==> src/rtl/hazard_pkg.sv <==
// Shared opcode, register-field and FSM-state definitions for the RV32 pipeline hazard controller.
package hazard_pkg;

    localparam logic [6:0] OP_R      = 7'b0110011;
    localparam logic [6:0] OP_IMM    = 7'b0010011;
    localparam logic [6:0] OP_LOAD   = 7'b0000011;
    localparam logic [6:0] OP_STORE  = 7'b0100011;
    localparam logic [6:0] OP_BRANCH = 7'b1100011;

    localparam int OPC_W   = 7;
    localparam int RS_W    = 5;
    localparam int RS1_LSB = 15;
    localparam int RS2_LSB = 20;

    typedef enum logic [1:0] {
        RUN      = 2'd0,
        MEM_WAIT = 2'd1,
        HALT     = 2'd2
    } hz_state_e;

endpackage

==> src/rtl/rs_use_decode.sv <==
// Decodes which register sources the IF/ID instruction actually reads.
module rs_use_decode
    import hazard_pkg::*;
(
    input  logic [31:0]     inst,
    input  logic            valid,
    output logic [RS_W-1:0] rs1,
    output logic [RS_W-1:0] rs2,
    output logic            use_rs1,
    output logic            use_rs2
);

    logic unused_fields;
    assign unused_fields = ^{inst[31:25], inst[14:7]};

    assign rs1 = inst[RS1_LSB +: RS_W];
    assign rs2 = inst[RS2_LSB +: RS_W];

    always_comb begin
        use_rs1 = 1'b0;
        use_rs2 = 1'b0;
        if (valid) begin
            case (inst[OPC_W-1:0])
                OP_R, OP_STORE, OP_BRANCH: begin
                    use_rs1 = 1'b1;
                    use_rs2 = 1'b1;
                end
                OP_IMM, OP_LOAD: use_rs1 = 1'b1;
                default: ;
            endcase
        end
    end

endmodule

==> src/rtl/pipe_hazard_ctrl.sv <==
// Load-use / branch-flush / memory-freeze controller for the 5-stage RV32 pipeline.
// Optional performance counters are built only when HAZ_PERF_CNT_EN is defined.
//
// state    | meaning
// RUN      | normal issue; hazards resolved combinationally
// MEM_WAIT | data access pending, pipeline frozen until ready or timeout
// HALT     | memory watchdog expired; frozen until reset
module pipe_hazard_ctrl
    import hazard_pkg::*;
#(
    parameter int MEM_TIMEOUT = 16,
    parameter int CNT_W       = 32
) (
    input  logic             clk,
    input  logic             rst_n,
    input  logic [31:0]      id_inst,
    input  logic             id_valid,
    input  logic             ex_valid,
    input  logic             ex_memread,
    input  logic [4:0]       ex_rd,
    input  logic             ex_branch_taken,
    input  logic             mem_req,
    input  logic             mem_ready,
    output logic             pc_en,
    output logic             ifid_en,
    output logic             ifid_flush,
    output logic             idex_en,
    output logic             idex_flush,
    output logic             exmem_en,
    output logic             memwb_en,
    output logic             mem_timeout,
    output logic [CNT_W-1:0] stall_cnt,
    output logic [CNT_W-1:0] flush_cnt,
    output logic [CNT_W-1:0] wait_cnt
);

    localparam int WLEN_W = $clog2(MEM_TIMEOUT + 1);
    localparam logic [WLEN_W-1:0] WLEN_LAST = WLEN_W'(MEM_TIMEOUT - 1);
    localparam logic [WLEN_W-1:0] WLEN_MAX  = WLEN_W'(MEM_TIMEOUT);
    localparam logic [WLEN_W-1:0] WLEN_ONE  = WLEN_W'(1);

    hz_state_e        state;
    logic [WLEN_W-1:0] wait_len;

    logic [RS_W-1:0] rs1;
    logic [RS_W-1:0] rs2;
    logic            use_rs1;
    logic            use_rs2;
    logic            load_use;
    logic            wait_done;
    logic            frozen;

    rs_use_decode u_rs_use_decode (
        .inst    (id_inst),
        .valid   (id_valid),
        .rs1     (rs1),
        .rs2     (rs2),
        .use_rs1 (use_rs1),
        .use_rs2 (use_rs2)
    );

    assign load_use = ex_valid && ex_memread && (ex_rd != '0) &&
                      ((use_rs1 && (rs1 == ex_rd)) || (use_rs2 && (rs2 == ex_rd)));

    // A dropped request while waiting counts as completion.
    assign wait_done = mem_ready || !mem_req;

    assign frozen = (state == HALT) ||
                    ((state == MEM_WAIT) && !wait_done) ||
                    ((state == RUN) && mem_req && !mem_ready);

    always_comb begin
        pc_en      = 1'b0;
        ifid_en    = 1'b0;
        ifid_flush = 1'b0;
        idex_en    = 1'b0;
        idex_flush = 1'b0;
        exmem_en   = 1'b0;
        memwb_en   = 1'b0;
        if (rst_n && !frozen) begin
            idex_en  = 1'b1;
            exmem_en = 1'b1;
            memwb_en = 1'b1;
            if (ex_branch_taken) begin
                pc_en      = 1'b1;
                ifid_en    = 1'b1;
                ifid_flush = 1'b1;
                idex_flush = 1'b1;
            end else if (load_use) begin
                idex_flush = 1'b1;
            end else begin
                pc_en   = 1'b1;
                ifid_en = 1'b1;
            end
        end
    end

    always_ff @(posedge clk or negedge rst_n) begin
        if (!rst_n) begin
            state       <= RUN;
            wait_len    <= '0;
            mem_timeout <= 1'b0;
        end else begin
            case (state)
                RUN: begin
                    if (mem_req && !mem_ready) begin
                        state    <= MEM_WAIT;
                        wait_len <= WLEN_ONE;
                    end
                end
                MEM_WAIT: begin
                    if (wait_done) begin
                        state    <= RUN;
                        wait_len <= '0;
                    end else if (wait_len == WLEN_LAST) begin
                        state       <= HALT;
                        wait_len    <= WLEN_MAX;
                        mem_timeout <= 1'b1;
                    end else begin
                        wait_len <= wait_len + WLEN_ONE;
                    end
                end
                HALT: ;
                default: state <= RUN;
            endcase
        end
    end

`ifdef HAZ_PERF_CNT_EN
    logic stall_ev;
    logic flush_ev;

    assign stall_ev = !frozen && !ex_branch_taken && load_use;
    assign flush_ev = !frozen && ex_branch_taken;

    always_ff @(posedge clk or negedge rst_n) begin
        if (!rst_n) begin
            stall_cnt <= '0;
            flush_cnt <= '0;
            wait_cnt  <= '0;
        end else begin
            if (stall_ev) stall_cnt <= stall_cnt + CNT_W'(1);
            if (flush_ev) flush_cnt <= flush_cnt + CNT_W'(1);
            if (frozen)   wait_cnt  <= wait_cnt + CNT_W'(1);
        end
    end
`else
    assign stall_cnt = '0;
    assign flush_cnt = '0;
    assign wait_cnt  = '0;
`endif

endmodule

==> config.mk <==
export PLATFORM = sky130hd
export DESIGN_NAME = pipe_hazard_ctrl
export DESIGN_NICKNAME = d
export VERILOG_FILES = /design/src/rtl/hazard_pkg.sv /design/src/rtl/rs_use_decode.sv /design/src/rtl/pipe_hazard_ctrl.sv
export SDC_FILE = /design/constraint.sdc
export NUM_CORES = 1
export LEC_CHECK = 0
export BUFFER_PORTS_ARGS = -buffer_cell sky130_fd_sc_hd__buf_2
export CORE_AREA = 2 2 73 61
export DETAILED_ROUTE_END_ITERATION = 8
export DIE_AREA = 0 0 75 63
export PLACE_DENSITY_LB_ADDON = 0.2
export SYNTH_ARGS = -nofsm -noshare
export SYNTH_HDL_FRONTEND = slang
export SYNTH_SLANG_ARGS = --single-unit
==> constraint.sdc <==
create_clock -name clk -period 2.3 [get_ports clk]
set_clock_uncertainty 0.15 [all_clocks]
set_input_delay 0.46 -clock clk [delete_from_list [all_inputs] [get_ports clk]]
set_output_delay 0.46 -clock clk [all_outputs]
set_load 0.02 [all_outputs]
==> results of run 1 <==
## state kept, by name (all words and copies together), names as in the netlist
signal and flops:
wait_len 5, state 2, mem_timeout 1
## cell type report
cell class              count  area share, %
clock buffers               3           3.17
repair buffers             40           16.1
flip-flops and latches      8           15.5
multi-input cells         148           58.6
well taps                  57           5.48
inverters                   4           1.15
## metal layers
layer	part of all wire, %	up-vias
met4	1.1	0
met3	10	3
li1	-	417
met1	41	376
met5	0	-
met2	48	63
## worst min path at each step
stage | startpoint | to
2_1_floorplan | rst_n | mem_timeout$_DFFE_PN0P_
5_1_grt | mem_timeout$_DFFE_PN0P_ | mem_timeout$_DFFE_PN0P_
4_1_cts | mem_timeout$_DFFE_PN0P_ | mem_timeout$_DFFE_PN0P_
3_3_place_gp | rst_n | wait_len[4]$_DFFE_PN0P_
6_report | mem_timeout$_DFFE_PN0P_ | mem_timeout$_DFFE_PN0P_
3_5_place_dp | rst_n | state[1]$_DFFE_PN0P_
## layout by cell type (no fill, tap or decap), types with 2 or more instances in the layout
cell	n
xnor2_1	5
o21ai_0	2
nand3_1	2
nand2b_1	2
o21ai_1	3
a22o_1	3
nor3_1	2
nor2_1	2
clkbuf_8	3
nand2_1	7
buf_4	2
ha_1	2
buf_2	37
conb_1	96
inv_1	4
dfrtp_1	7
xor2_1	5
## critical path: stages
cell       delay [ns]
buf_2            0.10
nand2b_4         0.13
a2111oi_4        0.38
o21ai_2          0.12
o31a_1           0.26
buf_2            0.16
## cell families after synthesis
logic type	count (synthesis)	synth area share [%]
buf+inv	103	56.0
simple gates	25	11.2
compound gates	15	9.51
xor+xnor	10	6.46
flops	8	14.8
fa+ha+maj	2	1.85
other cells	1	0.277
## through the flow
step	setup TNS, ns	setup slack [ns]	total power [uW]
after floorplan	0	0.0510	468
after global placement	0	0.0423	390
after detailed placement	0	0.0368	390
after CTS	0	0.0299	563
after global routing	-0.00490	-0.00284	601
final	0	0.0752	563
## power breakdown
part	internal (uW)	switching (uW)
clock network	113	55.3
logic	51.7	191
registers	146	4.80
## repair_timing
item | CTS | global route
gates resized for setup | 1 | 3
buffers inserted | 0 | 0
setup endpoints to repair | 1 | 3
hold buffers | 1 | 0
hold endpoints to repair | 8 | 0
cloned | 0 | 0
pin swaps | 0 | 1
==> flow_metrics.tcl, run 1 <==
set metrics [dict create \
    worstSetupPathType "in2out" \
    viasPerCell 3.30 \
    drv_slew 0 \
    post_drt_wl_per_cell_um 7.89 \
    yosys_warnings 0 \
    grtUsageTotal_pct 7.87 \
    finalSetupViolations 0 \
    holdPathStages 1 \
    first_iter_violations 19 \
    whs_ns 0.319 \
    reg2reg_from "wait_len[0]$_DFFE_PN0P_" \
    yosysMostFrequentCell "buf_4" \
    area_growth_syn_to_layout_pct -3.88 \
    pwr_density_cell_nw_per_um2 432 \
    die_w_um 75 \
    cp_max_fo 2 \
    initial_core_util_pct 33.7 \
    end_kind "output port" \
    critical_path.endpoint "ifid_en" \
    cp-start-kind "primary input" \
    final_layout_size_suffix_gt1_share_pct 24.6 \
    synth_edf_count 0 \
    async_flop_share_pct 100 \
    grt_pass1_vias 615 \
    critPathRequiredTime_ns 1.69 \
    final-instance-count-excl-fill 260 \
    min_period_ns 2.22 \
    crit_arrival_ns 1.61 \
    synthFlopType "dfrtp_1" \
    drc 0 \
    antenna_found_initial 0 \
    worstSkewPairLatency_ns 0.23 \
    cts_tree "built" \
    rsz0062_at_grt "true" \
    hold_path.class "reg2reg" \
    final_area_um2 1300 \
    busiest_layer "met2" \
    multi_input_area_um2 763 \
    num_antenna_cells 0 \
    synth_cell_types 31 \
    fill_cells 431 \
    avgSynthCellArea_um2 8.26 \
    drt.antenna.violating_nets 0 \
    dr_total_vias 859 \
    grt_pass1_wl_um 2840 \
    netlist_area_um2 1360 \
    seqCellArea_um2 201 \
    clk_path_buf_depth 2 \
    htree_levels 1 \
    clk_pin_slew_ns 0.04 \
    dp.cells 256 \
    grt.met2_usage_pct 12.4 \
    port-buffer-count 37 \
    r2r_end "wait_len[2]$_DFFE_PN0P_" \
    cts_sinks 8 \
    synth_top_area_share_pct 54.8 \
    design.die.area_um2 4730 \
    use_met3_pct 1.94 \
    met1_usage_pct 10.3 \
    drv_cap 0 \
    wirelength_um 2050 \
    final_hold_viol_count 0 \
    core_um2 4020 \
    io_pins 149 \
    first_pass_iters 2 \
    grt_max_degree 9 \
    cts-root-buf "clkbuf_8" \
    gp_congestion 0.835 \
    std_cell_rows 21 \
    cts-buffers-inserted 3 \
    fmax_mhz 449 \
    peakVddDrop_v 0.000258 \
    grt_overflow_total 0 \
    synth_seq_area_share_pct 14.8 \
    fin_crit_sh_pct 96.7 \
    synthTopCellsByArea "buf_4 55%, dfrtp_1 15%, xnor2_1 3.2%" \
    ff2ff_setup_slack_ns 0.63 \
    p_leak_uw 0.000768 \
    place_area_um2 1240 \
    synth_top_cell_by_area "buf_4" \
    final_util_pct 32.4 \
    outcome "finished clean" \
    synthCells 164 \
    ys_ff_latch 8 \
    die_y_um 63 \
    startpoint "id_inst[4]" \
    nets 252 \
    r2r_cells 6 \
    synth_common_cells "99 x buf_4, 8 x dfrtp_1, 7 x nand2_1" \
    hpwl_um 1830 \
]
Power figures use the tool's default switching activity.
==> inputs of run 2 (changes only) <==
Settings changed: CTS_BUF_LIST set to sky130_fd_sc_hd__clkbuf_4.
==> run 2 against run 1 <==
Effect of this change: maximum frequency shrank 0.15%; register-to-register slack about the same; die area stayed put; largest power group unchanged.
==> flow_metrics.tcl, run 2 (synthesis results as in run 1) <==
set metrics [dict create \
    first_pass_iters 4 \
    fill_cells 439 \
    outcome "finished clean" \
    place_area_um2 1240 \
    cp_common_cell "buf_2" \
    dr_total_vias 852 \
    pwr_density_cell_nw_per_um2 389 \
    grt_pass1_wl_um 2860 \
    cts_sinks 8 \
    viasPerCell 3.28 \
    drt.antenna.violating_nets 0 \
    io_pins 149 \
    reg_top3 "wait_len: 5 flops, state: 2 flops, mem_timeout: 1 flops" \
    cts_tree "built" \
    worstSkewPairLatency_ns 0.25 \
    rsz0062_at_grt "true" \
    crit_chain "buf_2 -> nand2b_4 -> a2111oi_4 -> o21ai_2 -> o31a_1 -> buf_2" \
    finalSetupViolations 0 \
    grt_pass1_vias 619 \
    min_period_ns 2.23 \
    grt_max_degree 9 \
    die_w_um 75 \
    design.die.area_um2 4730 \
    core_um2 4020 \
    std_cell_rows 21 \
    wirelength_um 2060 \
    port-buffer-count 37 \
    crit_path_top_delay_cell "a2111oi_4" \
    num_antenna_cells 0 \
    mostFrequentLayoutCells "96 x conb_1, 37 x buf_2, 7 x nand2_1, 7 x dfrtp_1" \
    final_hold_viol_count 0 \
    hpwl_um 1830 \
    grt_overflow_total 0 \
    grtUsageTotal_pct 7.67 \
    end_kind "output port" \
    die_y_um 63 \
    first_iter_violations 16 \
    post_drt_wl_per_cell_um 7.93 \
    p_leak_uw 0.000761 \
    clk_pin_slew_ns 0.05 \
    fin_crit_sh_pct 96.9 \
    gp_congestion 0.835 \
    drv_cap 0 \
    crit_arrival_ns 1.62 \
    cp_max_fo 2 \
    power.total_uw 500 \
    worstSetupPathType "in2out" \
    final_layout_size_suffix_gt1_share_pct 24.6 \
    clk_path_buf_depth 2 \
    hold_path.class "reg2reg" \
    nets 252 \
    fmax_mhz 449 \
    cp-start-kind "primary input" \
    final_area_um2 1280 \
    largest-register "wait_len" \
    peakVddDrop_v 0.000197 \
    critPathRequiredTime_ns 1.69 \
    initial_core_util_pct 33.7 \
    drc 0 \
    htree_levels 1 \
    largest_reg_flops 5 \
    cts-buffers-inserted 3 \
    area_growth_syn_to_layout_pct -5.26 \
    antenna_found_initial 0 \
    cts-root-buf "clkbuf_4" \
    cpPeakStageDelay_ns 0.38 \
    final_common_cell "conb_1" \
    drv_slew 0 \
]
==> run 2: path summary, 6_finish.rpt <==
path	from	end	slack (ns)	cells after the start
worst max register to register	wait_len[0]$_DFFE_PN0P_	wait_len[2]$_DFFE_PN0P_	0.62	6
min in group asynchronous	rst_n	wait_len[4]$_DFFE_PN0P_	0.51	3
worst min-delay path	mem_timeout$_DFFE_PN0P_	mem_timeout$_DFFE_PN0P_	0.32	1
worst min register to register	mem_timeout$_DFFE_PN0P_	mem_timeout$_DFFE_PN0P_	0.32	1
max in group asynchronous	rst_n	state[0]$_DFFE_PN0P_	1.34	3
worst max-delay path	id_inst[4]	ifid_en	0.07	6
==> run 2: layout make-up <==
class,instances,area (um^2),area share [%]
clock buffer,3,22.5,1.75
inverter,4,15.0,1.17
multi-input combinational,148,763,59.5
sequential,8,201,15.7
tap,57,71.3,5.56
timing repair buffer,40,210,16.4
==> run 2: through the flow <==
stage	utilization (%)	hold slack [ns]	setup TNS (ns)	cells	setup slack (ns)
CTS	31.7	0.324	0	260	0.0299
floorplan	-	0.0144	0	259	0.0510
global route	31.9	0.366	-0.00490	260	-0.00284
detailed placement	30.8	0.235	0	256	0.0368
global placement	30.8	0.235	0	256	0.0423
finish	31.9	0.322	0	260	0.0720
==> run 2: worst max-delay path, delay by kind of cell <==
| kind | cells | cell delay [ns] |
|---|---|---|
| AOI/OAI and AO/OA | 3 | 0.76 |
| buffers and inverters | 2 | 0.26 |
| and+or+nand+nor | 1 | 0.13 |
==> run 2: routing by layer <==
metal | global-route usage [%] | up-vias | wire [um]
met4 | 1.34 | 0 | 0
li1 | - | 417 | -
met3 | 1.45 | 0 | 216
met2 | 12.7 | 62 | 1010
met5 | 0 | - | 0
met1 | 10.3 | 373 | 835
==> run 2: timing repair <==
action                                  in CTS  in global routing
gates resized for setup                      1                  3
gates cloned                                 0                  0
endpoints found under the hold margin        8                  0
hold buffers                                 1                  0
pin swaps                                    0                  1
setup buffers                                0                  0
endpoints found under the setup margin       1                  3
==> run 2: power breakdown <==
group	total (uW)	leakage (uW)	switching, uW	internal, uW
Sequential	150	0.000107	4.91	146
Clock	106	0.0000138	46.2	59.6
Combinational	243	0.000639	192	51.8
Total	500	0.000761	243	257
==> inputs of run 3 (changes only) <==
--- a/constraint.sdc
+++ b/constraint.sdc
@@ -4,2 +4,2 @@
 set_output_delay 0.46 -clock clk [all_outputs]
-set_load 0.02 [all_outputs]
+set_load 0.05 [all_outputs]
==> run 3 against run 2 <==
Effect of this change: flip-flop and latch count unchanged; maximum frequency down 2.3%; total power rose by 47%; register-to-register slack worse by 0.02 ns; first-iteration DRC count decreased by 56%; setup slack got worse by 0.051 ns; non-clock buffer count rose by 2; sequential power barely moved; wire length increased by 1.1%; combinational power rose by 98%; hold slack worse by 0.010 ns; sequential share of layout area decreased by 0.85 points; critical endpoint is now pc_en; largest cell class unchanged.
==> flow_metrics.tcl, run 3 (synthesis results as in run 1) <==
set metrics [dict create \
    outcome "finished clean" \
    largest_reg_flops 5 \
    cts_tree "built" \
    worstSetupPathType "in2out" \
    p_leak_uw 0.000793 \
    reg_top3 "wait_len: 5 flops, state: 2 flops, mem_timeout: 1 flops" \
    drt.antenna.violating_nets 0 \
    critPathRequiredTime_ns 1.69 \
    htree_levels 1 \
    clk_pin_slew_ns 0.05 \
    num_antenna_cells 0 \
    fin_crit_sh_pct 99.1 \
    first_pass_iters 4 \
    cts_setup_buffers 0 \
    die_w_um 75 \
    first_iter_violations 7 \
    final_hold_viol_count 0 \
    r2r_end "wait_len[2]$_DFFE_PN0P_" \
    min-delay-start "mem_timeout$_DFFE_PN0P_" \
    dr_total_vias 873 \
    worstSkewPairLatency_ns 0.25 \
    std_cell_rows 21 \
    largest-register "wait_len" \
    setup_slack_ns 0.0205 \
    drc 0 \
    pre_cts_slack_ns -0.0807 \
    clk_path_buf_depth 2 \
    antenna_found_initial 0 \
    holdPathStages 1 \
    dp.cells 258 \
    drv_slew 0 \
    cts_sinks 8 \
    core_um2 4020 \
    grt_pass1_wl_um 2950 \
    ff2ff_setup_slack_ns 0.60 \
    die_y_um 63 \
    final_common_cell "conb_1" \
    grt_overflow_total 0 \
    gp_congestion 0.740 \
    area_growth_syn_to_layout_pct 0.184 \
    reg2reg_from "wait_len[0]$_DFFE_PN0P_" \
    rsz0062_at_grt "true" \
    initial_core_util_pct 33.7 \
    wirelength_um 2090 \
    post_drt_wl_per_cell_um 7.96 \
    design.die.area_um2 4730 \
    crit_arrival_ns 1.67 \
    finalSetupViolations 0 \
    nets 254 \
    cp_max_fo 3 \
    end_kind "output port" \
    r2r_cells 6 \
    port-buffer-count 37 \
    pwr_density_cell_nw_per_um2 542 \
    grtUsageTotal_pct 7.83 \
    cts-root-buf "clkbuf_4" \
    peakVddDrop_v 0.000372 \
    hold_path.class "reg2reg" \
    viasPerCell 3.33 \
    final_layout_size_suffix_gt1_share_pct 27.3 \
    grt_max_degree 9 \
    min_period_ns 2.28 \
    mostFrequentLayoutCells "96 x conb_1, 33 x buf_2, 7 x dfrtp_1" \
    drv_cap 0 \
    grt_pass1_vias 667 \
    fmax_mhz 439 \
    cp-start-kind "primary input" \
    io_pins 149 \
    holdPathEnd "mem_timeout$_DFFE_PN0P_" \
    final-instance-count-excl-fill 262 \
    cts-buffers-inserted 3 \
    hpwl_um 1830 \
]
[run 3: final cells by class]
| cell class | instances | area [um^2] |
|---|---|---|
| Clock buffer | 3 | 22.5 |
| Inverter | 4 | 15.0 |
| Multi-Input combinational cell | 148 | 797 |
| Sequential cell | 8 | 201 |
| Timing Repair Buffer | 42 | 250 |
| Tap cell | 57 | 71.3 |
| Fill cell | 449 | 2660 |
[run 3: how the worst max path moves through the flow]
stage / cells past startpoint / from / slack, ns / end
after detailed placement: 6 / id_inst[2] / -0.08 / pc_en
after global placement: 5 / ex_rd[1] / -0.09 / ifid_en
after CTS: 6 / id_inst[4] / -0.01 / ifid_en
after floorplan: 4 / mem_req / -0.02 / idex_flush
after global routing: 6 / id_inst[2] / -0.04 / pc_en
final: 5 / ex_rd[1] / 0.02 / pc_en
[run 3: per-layer routing]
layer  vias to the layer above  track usage, %  wire length (um)
li1                        418               -                 -
met1                       394            9.82               795
met2                        61            13.8              1060
met3                         0            2.42               228
met4                         0               0                 0
met5                         -               0                 0
[run 3: metrics by stage]
step	util [%]	cell area, um^2	power (uW)	TNS (ns)	hold WS (ns)
floorplan	-	1740	697	-0.0155	0.0144
global placement	31.8	1280	618	-0.204	0.245
detailed placement	31.8	1280	618	-0.202	0.239
CTS	33.1	1330	730	-0.0264	0.314
global route	33.8	1360	770	-0.0783	0.352
finish	33.8	1360	736	0	0.312
[run 3: repair_timing]
action,CTS,global route
cloned,0,0
resized for setup,6,6
pin swaps,1,3
hold buffers,1,0
setup endpoints to repair,4,4
hold endpoints to repair,8,0
[run 3: critical path, cell delays in order]
cell     delay (ns)
buf_2          0.12
or4_4          0.53
o21ai_2        0.22
o31a_4         0.18
buf_6          0.15
[run 3: power breakdown]
group / internal (uW) / switching, uW
registers: 146 / 5.23
clock network: 59.5 / 44.2
logic: 63.4 / 418
total: 268 / 467
